## config.mk

```make
export PLATFORM = sky130hd
export DESIGN_NAME = car_detect_flat
export DESIGN_NICKNAME = d
export VERILOG_FILES = /design/src/rtl/car_detect_if.sv /design/src/rtl/car_detect.sv /design/src/flat_wrapper.sv
export SDC_FILE = /design/constraint.sdc
export NUM_CORES = 1
export LEC_CHECK = 0
export ABC_AREA = 1
export BUFFER_PORTS_ARGS = -buffer_cell sky130_fd_sc_hd__buf_2
export CORE_AREA = 8 8 83 70
export DETAILED_ROUTE_END_ITERATION = 12
export DIE_AREA = 0 0 91 78
export RECOVER_POWER = 100
export SLEW_MARGIN = 20
export SYNTH_ARGS = -nofsm -noshare
export SYNTH_HDL_FRONTEND = slang
export SYNTH_SLANG_ARGS = --single-unit
```

## constraint.sdc

```tcl
create_clock -name clk -period 1.65 [get_ports clk]
set_input_delay 0.2475 -clock clk [delete_from_list [all_inputs] [get_ports clk]]
set_output_delay 0.2475 -clock clk [all_outputs]
set_load 0.01 [all_outputs]
```

## src/rtl/car_detect_if.sv

```systemverilog
// Sensor/light bundle between the loop-sensor conditioner and its environment.
// master drives the raw sensor and the Prospect light; slave is the conditioner.
interface car_detect_if #(
  parameter int CNT_W = 8
);
  logic             sensor_raw;
  logic [2:0]       light_pros;
  logic             car_present;
  logic             sensor_db;
  logic [CNT_W-1:0] wait_cycles;
  logic             sensor_fault;

  modport master (
    output sensor_raw, light_pros,
    input  car_present, sensor_db, wait_cycles, sensor_fault
  );

  modport slave (
    input  sensor_raw, light_pros,
    output car_present, sensor_db, wait_cycles, sensor_fault
  );
endinterface

```

## src/rtl/car_detect.sv

```systemverilog
// Prospect Ave loop-sensor conditioner: synchronise, debounce, latch a service
// request until Prospect turns green, time the wait, and flag a stuck sensor.
module car_detect #(
  parameter int DB_CYCLES    = 4,
  parameter int CNT_W        = 8,
  parameter int STUCK_CYCLES = 200
) (
  input  logic        clk,
  input  logic        rst,
  car_detect_if.slave bus
);

  localparam int DB_W = $clog2(DB_CYCLES + 1);
  localparam int ST_W = $clog2(STUCK_CYCLES + 1);
  localparam logic [DB_W-1:0]  DB_LAST  = DB_W'(DB_CYCLES - 1);
  localparam logic [ST_W-1:0]  ST_MAX   = ST_W'(STUCK_CYCLES);
  localparam logic [ST_W-1:0]  ST_LAST  = ST_W'(STUCK_CYCLES - 1);
  localparam logic [CNT_W-1:0] WAIT_MAX = '1;

  typedef enum logic [1:0] {
    IDLE  = 2'b00,
    REQ   = 2'b01,
    SERVE = 2'b10
  } state_t;

  logic             s1;
  logic             s2;
  logic             sensor_db;
  logic [DB_W-1:0]  db_cnt;
  logic [ST_W-1:0]  st_cnt;
  logic             sensor_fault;
  logic [CNT_W-1:0] wait_cnt;
  state_t           state;
  state_t           state_next;
  logic             grn;

  // Only the exact one-hot green code counts; dark or multi-hot codes are not green.
  assign grn = (bus.light_pros == 3'b100);

  // Two-flop synchroniser for the asynchronous loop sensor.
  // NOTE: clocked state uses non-blocking (<=) so every flop samples pre-edge values.
  always_ff @(posedge clk or negedge rst) begin
    if (!rst) begin
      s1 <= 1'b0;
      s2 <= 1'b0;
    end else begin
      s1 <= bus.sensor_raw;
      s2 <= s1;
    end
  end

  // Debounce: the level flips only after DB_CYCLES consecutive disagreeing samples.
  always_ff @(posedge clk or negedge rst) begin
    if (!rst) begin
      sensor_db <= 1'b0;
      db_cnt    <= '0;
    end else if (s2 != sensor_db) begin
      if (db_cnt == DB_LAST) begin
        sensor_db <= s2;
        db_cnt    <= '0;
      end else begin
        db_cnt <= db_cnt + 1'b1;
      end
    end else begin
      db_cnt <= '0;
    end
  end

  // Stuck-sensor detector: saturating run length of sensor_db=1, sticky fault.
  always_ff @(posedge clk or negedge rst) begin
    if (!rst) begin
      st_cnt       <= '0;
      sensor_fault <= 1'b0;
    end else if (!sensor_db) begin
      st_cnt <= '0;
    end else if (st_cnt != ST_MAX) begin
      st_cnt <= st_cnt + 1'b1;
      if (st_cnt == ST_LAST) sensor_fault <= 1'b1;
    end
  end

  // Request FSM state register.
  always_ff @(posedge clk or negedge rst) begin
    if (!rst) state <= IDLE;
    else      state <= state_next;
  end

  // Request FSM next state: request latches until green, re-requests if a car is queued.
  // NOTE: the default assignment first keeps this block purely combinational (no latch).
  always_comb begin
    state_next = IDLE;
    case (state)
      IDLE:    state_next = sensor_db ? REQ : IDLE;
      REQ:     state_next = grn ? SERVE : REQ;
      SERVE:   state_next = grn ? SERVE : (sensor_db ? REQ : IDLE);
      default: state_next = IDLE;
    endcase
  end

  // Wait timer: cleared on entry to REQ, counts every cycle in REQ, holds otherwise.
  always_ff @(posedge clk or negedge rst) begin
    if (!rst) begin
      wait_cnt <= '0;
    end else if (state_next == REQ && state != REQ) begin
      wait_cnt <= '0;
    end else if (state == REQ && wait_cnt != WAIT_MAX) begin
      wait_cnt <= wait_cnt + 1'b1;
    end
  end

  assign bus.car_present  = (state == REQ);
  assign bus.sensor_db    = sensor_db;
  assign bus.wait_cycles  = wait_cnt;
  assign bus.sensor_fault = sensor_fault;

endmodule

```

## src/flat_wrapper.sv

```systemverilog
// flat-port wrapper written by rule: the top's interface ports become plain ports
module car_detect_flat 
#(
  parameter int DB_CYCLES    = 4,
  parameter int CNT_W        = 8,
  parameter int STUCK_CYCLES = 200
)
  (clk, rst, bus_sensor_raw, bus_light_pros, bus_car_present, bus_sensor_db, bus_wait_cycles, bus_sensor_fault);
  car_detect_if #(.CNT_W(CNT_W)) bus_i ();
  input  logic clk;
  input  logic rst;
  input wire logic [$bits(bus_i.sensor_raw)-1:0] bus_sensor_raw;
  input wire logic [$bits(bus_i.light_pros)-1:0] bus_light_pros;
  output wire logic [$bits(bus_i.car_present)-1:0] bus_car_present;
  output wire logic [$bits(bus_i.sensor_db)-1:0] bus_sensor_db;
  output wire logic [$bits(bus_i.wait_cycles)-1:0] bus_wait_cycles;
  output wire logic [$bits(bus_i.sensor_fault)-1:0] bus_sensor_fault;
  assign bus_i.sensor_raw = bus_sensor_raw;
  assign bus_i.light_pros = bus_light_pros;
  assign bus_car_present = bus_i.car_present;
  assign bus_sensor_db = bus_i.sensor_db;
  assign bus_wait_cycles = bus_i.wait_cycles;
  assign bus_sensor_fault = bus_i.sensor_fault;
  car_detect #(.DB_CYCLES(DB_CYCLES), .CNT_W(CNT_W), .STUCK_CYCLES(STUCK_CYCLES)) u_core (.clk(clk), .rst(rst), .bus(bus_i));
endmodule
```

==> reports/metrics.cfg, run 1 <==
[cts]
cts_buffers=3
post-cts-setup-buffer-count=0
path_clk_slew_ps=90
clkLatencyLatePin_ps=270
htreeDepth=1
cts_root_buf=clkbuf_8
cts.path.max_buffers=2
cts_tree=yes
clock_sink_count=25

[global_routing]
grt_pass1_wl_um=4400
globalRoute.totalOverflow=0
grt_pass1_vias=978
total_routing_usage_reported_by_global_routing_pct=7.63
grt_start_max_net_pins=26
number_of_antenna_violations_at_the_first_check_in_global_routing=0

[critical_path]
worstSetupPathType=flop to primary output
cell_at_the_slowest_stage_of_the_critical_path=dfrtp_1
worst-endpoint-required_ps=1400
critical_path.max_stage_delay_ps=410
cp.buffers_inverters=2
timing.critical_path.from_type=flop
timing.critical_path.max_delay_family=buffers and inverters
cp.arrival_ps=1270
cp_cell_sequence=nand2_1, clkinvlp_2, clkbuf_2
crit_path_max_fanout=7
critical_path.endpoint_type=primary output

[logic_synthesis]
netlist_area_um2=1260
synthesis.nets=163
ys_ff_latch=25
synth-seq-area-share_pct=49.6
yosysWarningCount=0
syn-instance-count=153
ys.flop_type=dfrtp_1
synth_area_per_cell_um2=8.24
synth_edf_count=0
post_synth_num_cell_types=26
synthMostInstantiatedCell=nand2_1
synth-async-reset-ratio_pct=100
synth_top_cells_by_count=nand2_1 (39), dfrtp_1 (25), nor2_1 (21), inv_1 (16), nand3_1 (10)
netlist_top_cells_area=dfrtp_1 (50%), nand2_1 (12%), nor2_1 (6.3%)
synth_top_area_cell=dfrtp_1
synth_top_cell_area_share_pct=49.6

[placed_design]
port_buffers=16
place.gp.congestion=0.747
post-dp-hpwl_um=1880

[power]
p_leak_uw=0.000697
vdd_drop_max_mv=0.436
p_total_uw=1890
p_per_cell_area_nw_per_um2=1310

[floorplanning]
design.core.area_um2=4460
die_width_um=91
pin_count=17
initial_core_util_pct=28.3
chipHeight_um=78
core.rowCount=22
die_area_um2=7100

[detailed_routing]
met1_length_um=1290
drt_iter0_markers=51
detail_route.drc_violations=0
met2WireLength_um=1070
dr_wl_met3_um=160
drtAntennaViolNets=0
top_signal_layer_used=met4
route.final.wire_length_um=2550
routedWlPerCell_um=10.9
detail_route.vias_per_cell=4.36
detailedRoute.firstPassIterationCount=4
vias=1020

[finish]
multi_input_area_um2=553
register_area_um2=626
fill_cells=500
nets_final=185
antenna-diode-count=0
drive_gt1_share_pct=11.5
layout-area-overhead-vs-synth_pct=14.9

[sta]
fin_setup_tns_ps=0
final_slew_violations=0
final-hold-violation-count=0
worst_slew_pin_slew_ps=643
timing.final.crit_share_pct=91.7
final.min_clock_period_ps=1510
rsz_0062_raised_after_global_routing=no
timing.slew.headroom_pct=57.2
final.setup_skew_ps=7.03
setup_viol=0
fmax_mhz=661

[run_status]
result_of_the_run=finished clean

[hold_path]
min-delay-path-class=input pin to flop

[flow_run]
max_cap_violations=0

-- final timing paths --
| check | endpoint | from | slack [ps] | depth (start not counted) |
|---|---|---|---|---|
| worst max-delay path | bus_car_present | u_core.state[0]$_DFF_PN0_ | 140 | 3 |
| worst min-delay path | u_core.s1$_DFF_PN0_ | bus_sensor_raw | 90 | 1 |
| worst max register to register | u_core.bus.wait_cycles[0]$_DFFE_PN0P_ | u_core.bus.wait_cycles[0]$_DFFE_PN0P_ | 150 | 6 |
| worst min register to register | u_core.s2$_DFF_PN0_ | u_core.s1$_DFF_PN0_ | 350 | 0 |
| max in group asynchronous | u_core.db_cnt[1]$_DFF_PN0_ | rst | 700 | 2 |
| min in group asynchronous | u_core.st_cnt[1]$_DFFE_PN0P_ | rst | 520 | 2 |
-- cells by family (layout without fill, tap and decap cells) --
group           after synthesis  after routing  synth area share, %
simple gates                 90             90                 33.1
flops                        25             25                 49.6
buf+inv                      19             40                 5.75
compound gates               12             12                 5.46
fa+ha+maj                     4              4                 3.97
xor+xnor                      3              3                 2.08
-- worst reg2reg max path, cell delays in order (launching register included) --
cell and delay, ps:
dfrtp_1 420, ha_1 230, inv_1 100, nor2_4 60, a21oi_1 400, nand3_1 120, o21ai_1 100
-- through the flow --
step	setup WS (ps)	cells	hold WS, ps	cell area (um2)	util [%]
floorplan	352	153	-48.1	1260	-
detailed placement	185	229	287	1420	31.8
global route	14.5	234	75.4	1450	32.5
finish	137	234	87.0	1450	32.5
CTS	158	234	82.9	1470	33.0
global placement	253	229	289	1420	31.8
-- layout make-up --
| cell class | instances | share of cell area (%) |
|---|---|---|
| clock buffer | 4 | 3.11 |
| inverter | 19 | 5.01 |
| multi-input combinational | 109 | 38.2 |
| sequential | 25 | 43.2 |
| tap | 60 | 5.18 |
| timing repair buffer | 17 | 5.35 |
-- power breakdown --
| group | switching [uW] | total, uW | internal (uW) |
|---|---|---|---|
| clock | 192 | 364 | 173 |
| sequential | 142 | 880 | 737 |
| combinational | 418 | 650 | 232 |
| total | 752 | 1890 | 1140 |
-- repair_timing --
action / in CTS / in global routing
gates resized for setup: 0 / 0
endpoints found under the hold margin: 25 / 0
hold buffers: 1 / 0
-- state kept, by name (all words and copies together), names as in the netlist --
name and count:
u_core.state 2, u_core.bus.sensor_fault 1, u_core.db_cnt 3, u_core.s1 1, u_core.bus.wait_cycles 8, u_core.st_cnt 8
u_core.s2 1, u_core.bus.sensor_db 1
-- metal layers --
| layer | GRT usage, % | vias to the layer above |
|---|---|---|
| met2 | 11.1 | 18 |
| li1 | - | 529 |
| met3 | 3.46 | 2 |
| met4 | 2.94 | 0 |
| met5 | 0 | - |
| met1 | 9.58 | 471 |
-- cells in the final DEF, fill, tap and decap left out, types with 4 or more instances in the layout --
| master | n |
|---|---|
| nand2_1 | 40 |
| dfrtp_1 | 25 |
| nor2_1 | 22 |
| inv_1 | 16 |
| clkbuf_1 | 11 |
| nand3_1 | 10 |
| nor3_1 | 5 |
| a21oi_1 | 5 |
| ha_1 | 4 |
| buf_2 | 4 |
No activity file was read; power rests on OpenSTA's default activity.
==> inputs of run 2 (changes only) <==
--- a/config.mk
+++ b/config.mk
@@ -7,9 +7,11 @@
 export LEC_CHECK = 0
 export ABC_AREA = 1
 export BUFFER_PORTS_ARGS = -buffer_cell sky130_fd_sc_hd__buf_2
+export CAP_MARGIN = 40
 export CORE_AREA = 8 8 83 70
 export DETAILED_ROUTE_END_ITERATION = 12
 export DIE_AREA = 0 0 91 78
+export MAX_ROUTING_LAYER = met4
 export RECOVER_POWER = 100
 export SLEW_MARGIN = 20
 export SYNTH_ARGS = -nofsm -noshare
==> constraint.sdc (replaced) <==
create_clock -name clk -period 1.5 [get_ports clk]
set_input_delay 0.225 -clock clk [delete_from_list [all_inputs] [get_ports clk]]
set_output_delay 0.225 -clock clk [all_outputs]
set_load 0.01 [all_outputs]
==> run 2 against run 1 <==
Combinational power rose by 19%; sequential share of layout area down 0.55 points; cell area rose by 1.3%; total power up 12%; non-clock buffer count rose by 3; register-to-register slack improved by 50 ps; worst setup slack better by 26 ps.
==> reports/metrics.cfg, run 2 (synthesis gave the netlist of run 1 again) <==
[cts]
htreeDepth=1  ; unchanged
clkLatencyLatePin_ps=270  ; about the same
path_clk_slew_ps=90  ; about the same
cts_root_buf=clkbuf_8
clock_sink_count=25  ; unchanged
cts.path.max_buffers=2  ; unchanged
cts_tree=yes
cts_buffers=3  ; unchanged

[critical_path]
cp.arrival_ps=1110  ; -160 ps
crit_path_max_fanout=7  ; unchanged
timing.critical_path.from_type=flop
setup.reg_to_reg.worst_slack_ps=200  ; +50 ps
worstSetupPathType=flop to primary output
worst-endpoint-required_ps=1270  ; -130 ps
critical_path.endpoint_type=primary output

[finish]
antenna-diode-count=0  ; unchanged
layout_commonest_cell=nand2_1
layout-area-overhead-vs-synth_pct=16.4
nets_final=188  ; +1.6%
most-common-layout-cells=nand2_1 (40), dfrtp_1 (25), nor2_1 (22)
drive_gt1_share_pct=12.4  ; +0.94 points

[power]
vdd_drop_max_mv=0.490  ; +12%
p_per_cell_area_nw_per_um2=1440  ; +10%
p_total_uw=2110  ; +12%
p_leak_uw=0.000711  ; +2.0%

[sta]
timing.final.crit_share_pct=89.1
final-hold-violation-count=0  ; unchanged
setup_viol=0  ; unchanged
fin_hold_ws_ps=62.5  ; -24.5 ps
fmax_mhz=748
final.setup_skew_ps=6.96  ; -0.0701 ps
final.min_clock_period_ps=1340
fin_setup_tns_ps=0  ; unchanged
timing.slew.headroom_pct=57.2  ; about the same
worst_slew_pin_slew_ps=642  ; -0.425 ps
final_slew_violations=0  ; unchanged
rsz_0062_raised_after_global_routing=no

[placed_design]
port_buffers=16  ; unchanged
post-dp-hpwl_um=1880  ; +0.17%
place.gp.congestion=0.794  ; +6.3%

[detailed_routing]
detailedRoute.firstPassIterationCount=4  ; unchanged
detail_route.vias_per_cell=4.23  ; -3.0%
drt_iter0_markers=66  ; +29%
route.final.wire_length_um=2480  ; -2.6%
drtAntennaViolNets=0  ; unchanged
detail_route.drc_violations=0  ; unchanged
routedWlPerCell_um=10.5  ; -3.9%
vias=1002  ; -1.8%

[floorplanning]
core.rowCount=22  ; unchanged
chipHeight_um=78  ; unchanged
design.core.area_um2=4460  ; unchanged
die_area_um2=7100  ; unchanged
initial_core_util_pct=28.3  ; unchanged
pin_count=17  ; unchanged
die_width_um=91  ; unchanged

[global_routing]
grt_pass1_vias=954  ; -2.5%
total_routing_usage_reported_by_global_routing_pct=7.74  ; +0.11 points
grt_start_max_net_pins=26  ; unchanged
grt_pass1_wl_um=4430  ; +0.61%
number_of_antenna_violations_at_the_first_check_in_global_routing=0  ; unchanged
globalRoute.totalOverflow=0  ; unchanged

[hold_path]
min-delay-path-class=input pin to flop

[flow_run]
max_cap_violations=0  ; unchanged

[run_status]
result_of_the_run=finished clean

==> run 2: what timing repair did <==
item / CTS / global route
setup buffers: 0 / 0
endpoints found under the hold margin: 25 / 0
hold buffers: 1 / 0
resized for setup: 0 / 0
==> run 2: final cells by class <==
type	instances	area, um2
fill	500	2990
sequential	25	626
multi-input combinational	109	553
timing repair buffer	20	95.1
tap	60	75.1
inverter	19	72.6
clock buffer	3	41.3
clock inverter	1	5.00
==> run 2: stage by stage <==
| stage | utilization [%] | setup WS, ps | std cells | cell area, um2 |
|---|---|---|---|---|
| final | 32.9 | 163 | 237 | 1470 |
| after global routing | 32.9 | 45.4 | 237 | 1470 |
| after CTS | 33.5 | 156 | 237 | 1500 |
| after detailed placement | 32.3 | 205 | 232 | 1440 |
| after global placement | 32.3 | 215 | 232 | 1440 |
| after floorplan | - | 202 | 153 | 1260 |
==> run 2: routing by layer <==
layer	global-route usage (%)	share of wire [%]	vias to the layer above
met5	-	0	-
met4	2.45	1.1	0
met3	2.79	5.2	2
met2	10.6	40	15
met1	10.3	54	453
li1	-	-	532
==> run 2: path summary, 6_finish.rpt <==
path,startpoint,endpoint,cells past startpoint
min in group asynchronous,rst,u_core.st_cnt[1]$_DFFE_PN0P_,2
max in group asynchronous,rst,u_core.db_cnt[2]$_DFF_PN0_,2
worst min-delay path,bus_sensor_raw,u_core.s1$_DFF_PN0_,1
worst max register to register,u_core.bus.wait_cycles[1]$_DFFE_PN0P_,u_core.bus.wait_cycles[0]$_DFFE_PN0P_,7
worst max-delay path,u_core.state[1]$_DFF_PN0_,bus_car_present,4
worst min register to register,u_core.s1$_DFF_PN0_,u_core.s2$_DFF_PN0_,0
==> run 2: critical path, stage by stage, from the launching register on <==
cell and delay (ps):
dfrtp_1 390, inv_1 70, nand2_1 100, clkinv_2 110
clkbuf_1 170
==> run 2: report_power, final <==
group          switching [uW]  internal, uW  total (uW)
registers                 134           812         945
clock network             208           186         393
logic                     484           290         774
total                     825          1290        2110
==> inputs of run 3 (changes only) <==
--- a/config.mk
+++ b/config.mk
@@ -7,12 +7,12 @@
 export LEC_CHECK = 0
 export ABC_AREA = 1
 export BUFFER_PORTS_ARGS = -buffer_cell sky130_fd_sc_hd__buf_2
-export CAP_MARGIN = 40
-export CORE_AREA = 8 8 83 70
+export CORE_AREA = 8 8 72 62
 export DETAILED_ROUTE_END_ITERATION = 12
-export DIE_AREA = 0 0 91 78
+export DIE_AREA = 0 0 80 70
 export MAX_ROUTING_LAYER = met4
 export RECOVER_POWER = 100
+export REMOVE_ABC_BUFFERS = 1
 export SLEW_MARGIN = 20
 export SYNTH_ARGS = -nofsm -noshare
 export SYNTH_HDL_FRONTEND = slang
==> run 3 against run 2 <==
Hold slack lost 6.7 ps; first-iteration DRC count fell by 9.1%; sequential cell count did not move; wire length is 1.3% lower; clock skew about the same; critical path depth fell by 1; combinational power is 8.5% lower; maximum frequency decreased by 2.2%; total power decreased by 1.9%; critical endpoint unchanged; largest power group unchanged.
==> reports/metrics.cfg, run 3 (synthesis gave the netlist of run 1 again) <==
[sta]
fin_setup_tns_ps=0  ; unchanged
final_slew_violations=0  ; unchanged
worst_path_setup_slack_after_routing_ps=133  ; -30.0 ps
fmax_mhz=732  ; -2.2%
rsz_0062_raised_after_global_routing=no
timing.slew.headroom_pct=58.4  ; +1.2 points
final-hold-violation-count=0  ; unchanged
final.min_clock_period_ps=1370  ; +30.0 ps
final.setup_skew_ps=6.52  ; -0.447 ps
timing.final.crit_share_pct=91.1  ; +2.0 points
setup_viol=0  ; unchanged
worst_slew_pin_slew_ps=625  ; -17.7 ps

[placed_design]
place.gp.congestion=0.817  ; +2.9%
place_worst_setup_slack_ps=61.6  ; -143 ps
port_buffers=16  ; unchanged
post-dp-hpwl_um=1880  ; -0.40%

[finish]
nets_final=185  ; -1.6%
most-common-layout-cells=nand2_1 (39), dfrtp_1 (25), nor2_1 (22)
register_area_um2=626  ; unchanged
fill_cells=332  ; -34%
layout-area-overhead-vs-synth_pct=13.9
drive_gt1_share_pct=12.6  ; +0.21 points
final_core_utilization_pct=43.8  ; +11 points
layout_commonest_cell=nand2_1
multi_input_area_um2=559  ; +1.1%
antenna-diode-count=0  ; unchanged

[power]
vdd_drop_max_mv=0.658  ; +34%
share_seq_of_total_power_pct=46.6  ; +1.9 points
power.switching_uw=816  ; -1.2%
comb_power_share_pct=34.2  ; -2.4 points
p_leak_uw=0.000702  ; -1.3%
p_total_uw=2070  ; -1.9%
pwr-share-clk_pct=19.2  ; +0.6 points
switching_share_pct=39.4  ; +0.29 points
p_per_cell_area_nw_per_um2=1440  ; +0.24%
cell_internal_pwr_uw=1260  ; -2.4%

[floorplanning]
design.core.area_um2=3280  ; -26%
chipHeight_um=70  ; -10%
core.rowCount=19  ; -14%
initial_core_util_pct=38.4  ; +10 points
pin_count=17  ; unchanged
die_width_um=80  ; -12%
die_area_um2=5600  ; -21%

[flow_run]
max_cap_violations=0  ; unchanged

[cts]
htreeDepth=1  ; unchanged
post-cts-setup-buffer-count=0  ; unchanged
path_clk_slew_ps=90  ; about the same
cts.path.max_buffers=2  ; unchanged
cts_root_buf=clkbuf_8
cts_buffers=3  ; unchanged
clkLatencyLatePin_ps=270  ; about the same
cts_tree=yes
clock_sink_count=25  ; unchanged

[critical_path]
worstSetupPathType=flop to primary output
timing.critical_path.from_type=flop
worst-endpoint-required_ps=1270  ; about the same
cp.arrival_ps=1140  ; +30 ps
critical_path.endpoint_type=primary output
crit_path_max_fanout=7  ; unchanged

[global_routing]
number_of_antenna_violations_at_the_first_check_in_global_routing=0  ; unchanged
total_routing_usage_reported_by_global_routing_pct=9.74  ; +2.0 points
grt_pass1_wl_um=4410  ; -0.45%
grt_start_max_net_pins=26  ; unchanged
globalRoute.totalOverflow=0  ; unchanged
grt_pass1_vias=1009  ; +5.8%

[run_status]
result_of_the_run=finished clean

[hold_path]
min-delay-path-class=input pin to flop

[detailed_routing]
drt_iter0_markers=60  ; -9.1%
routedWlPerCell_um=11.3  ; +8.3%
route.final.wire_length_um=2450  ; -1.3%
drtAntennaViolNets=0  ; unchanged
detailedRoute.firstPassIterationCount=4  ; unchanged
vias=1001  ; -0.10%
detail_route.vias_per_cell=4.63  ; +9.6%
detail_route.drc_violations=0  ; unchanged

[run 3: cell types whose count changed in the layout (fill, tap and decap cells not counted)]
cell / change
buf_4: -2
a21oi_2: +1
inv_2: -1
clkinv_2: -1
a21oi_1: -1
clkbuf_2: +1
nand2_2: +1
nand2_1: -1
clkinvlp_4: +1
inv_1: +1
clkbuf_1: -2
[run 3: what timing repair did]
action | 4_1_cts | 5_1_grt
setup endpoints to repair | 0 | 5
gates resized for setup | 0 | 1
hold endpoints to repair | 25 | 0
hold buffers | 1 | 0
[run 3: worst max-delay path, stage by stage (launching register included)]
cell	delay, ps
dfrtp_1	410
nand2_1	160
clkinv_2	150
clkbuf_2	160
[run 3: cell type report]
cell class / count / area share [%]
clock buffer: 3 / 2.87
clock inverter: 1 / 0.523
inverter: 19 / 5.05
multi-input combinational: 109 / 38.9
sequential: 25 / 43.6
tap: 42 / 3.66
timing repair buffer: 17 / 5.40
[run 3: final timing paths]
check                                                  from                               endpoint  slack (ps)  cells after the start
min in group asynchronous                               rst             u_core.db_cnt[1]$_DFF_PN0_         490                      2
hold reg to reg                         u_core.s1$_DFF_PN0_                    u_core.s2$_DFF_PN0_         350                      0
hold / removal                               bus_sensor_raw                    u_core.s1$_DFF_PN0_          60                      1
max in group asynchronous                               rst  u_core.bus.wait_cycles[7]$_DFFE_PN0P_         590                      2
setup / recovery                  u_core.state[0]$_DFF_PN0_                        bus_car_present         130                      3
setup reg to reg           u_core.bus.sensor_db$_DFFE_PN0P_  u_core.bus.wait_cycles[7]$_DFFE_PN0P_         170                      7
[run 3: layer usage]
| layer | up-vias | global-route usage [%] | wire length [um] |
|---|---|---|---|
| met1 | 457 | 12.0 | 1200 |
| met5 | - | - | 0 |
| met3 | 2 | 3.07 | 93 |
| met4 | 0 | 2.82 | 20 |
| li1 | 529 | - | - |
| met2 | 13 | 14.9 | 1130 |
[run 3: per-stage QoR]
step,hold slack (ps),instance area [um2],cells
after floorplan,-70.6,1260,153
after global placement,257,1390,211
after detailed placement,254,1390,211
after CTS,48.6,1450,216
after global routing,42.3,1440,216
final,55.8,1440,216
[run 3: power groups by stage]
stage	clock (uW)	combinational, uW	sequential (uW)
6_report	399	708	965
5_1_grt	448	820	1000
4_1_cts	419	732	968
3_5_place_dp	0	727	981
3_3_place_gp	0	715	966
2_1_floorplan	0	502	975
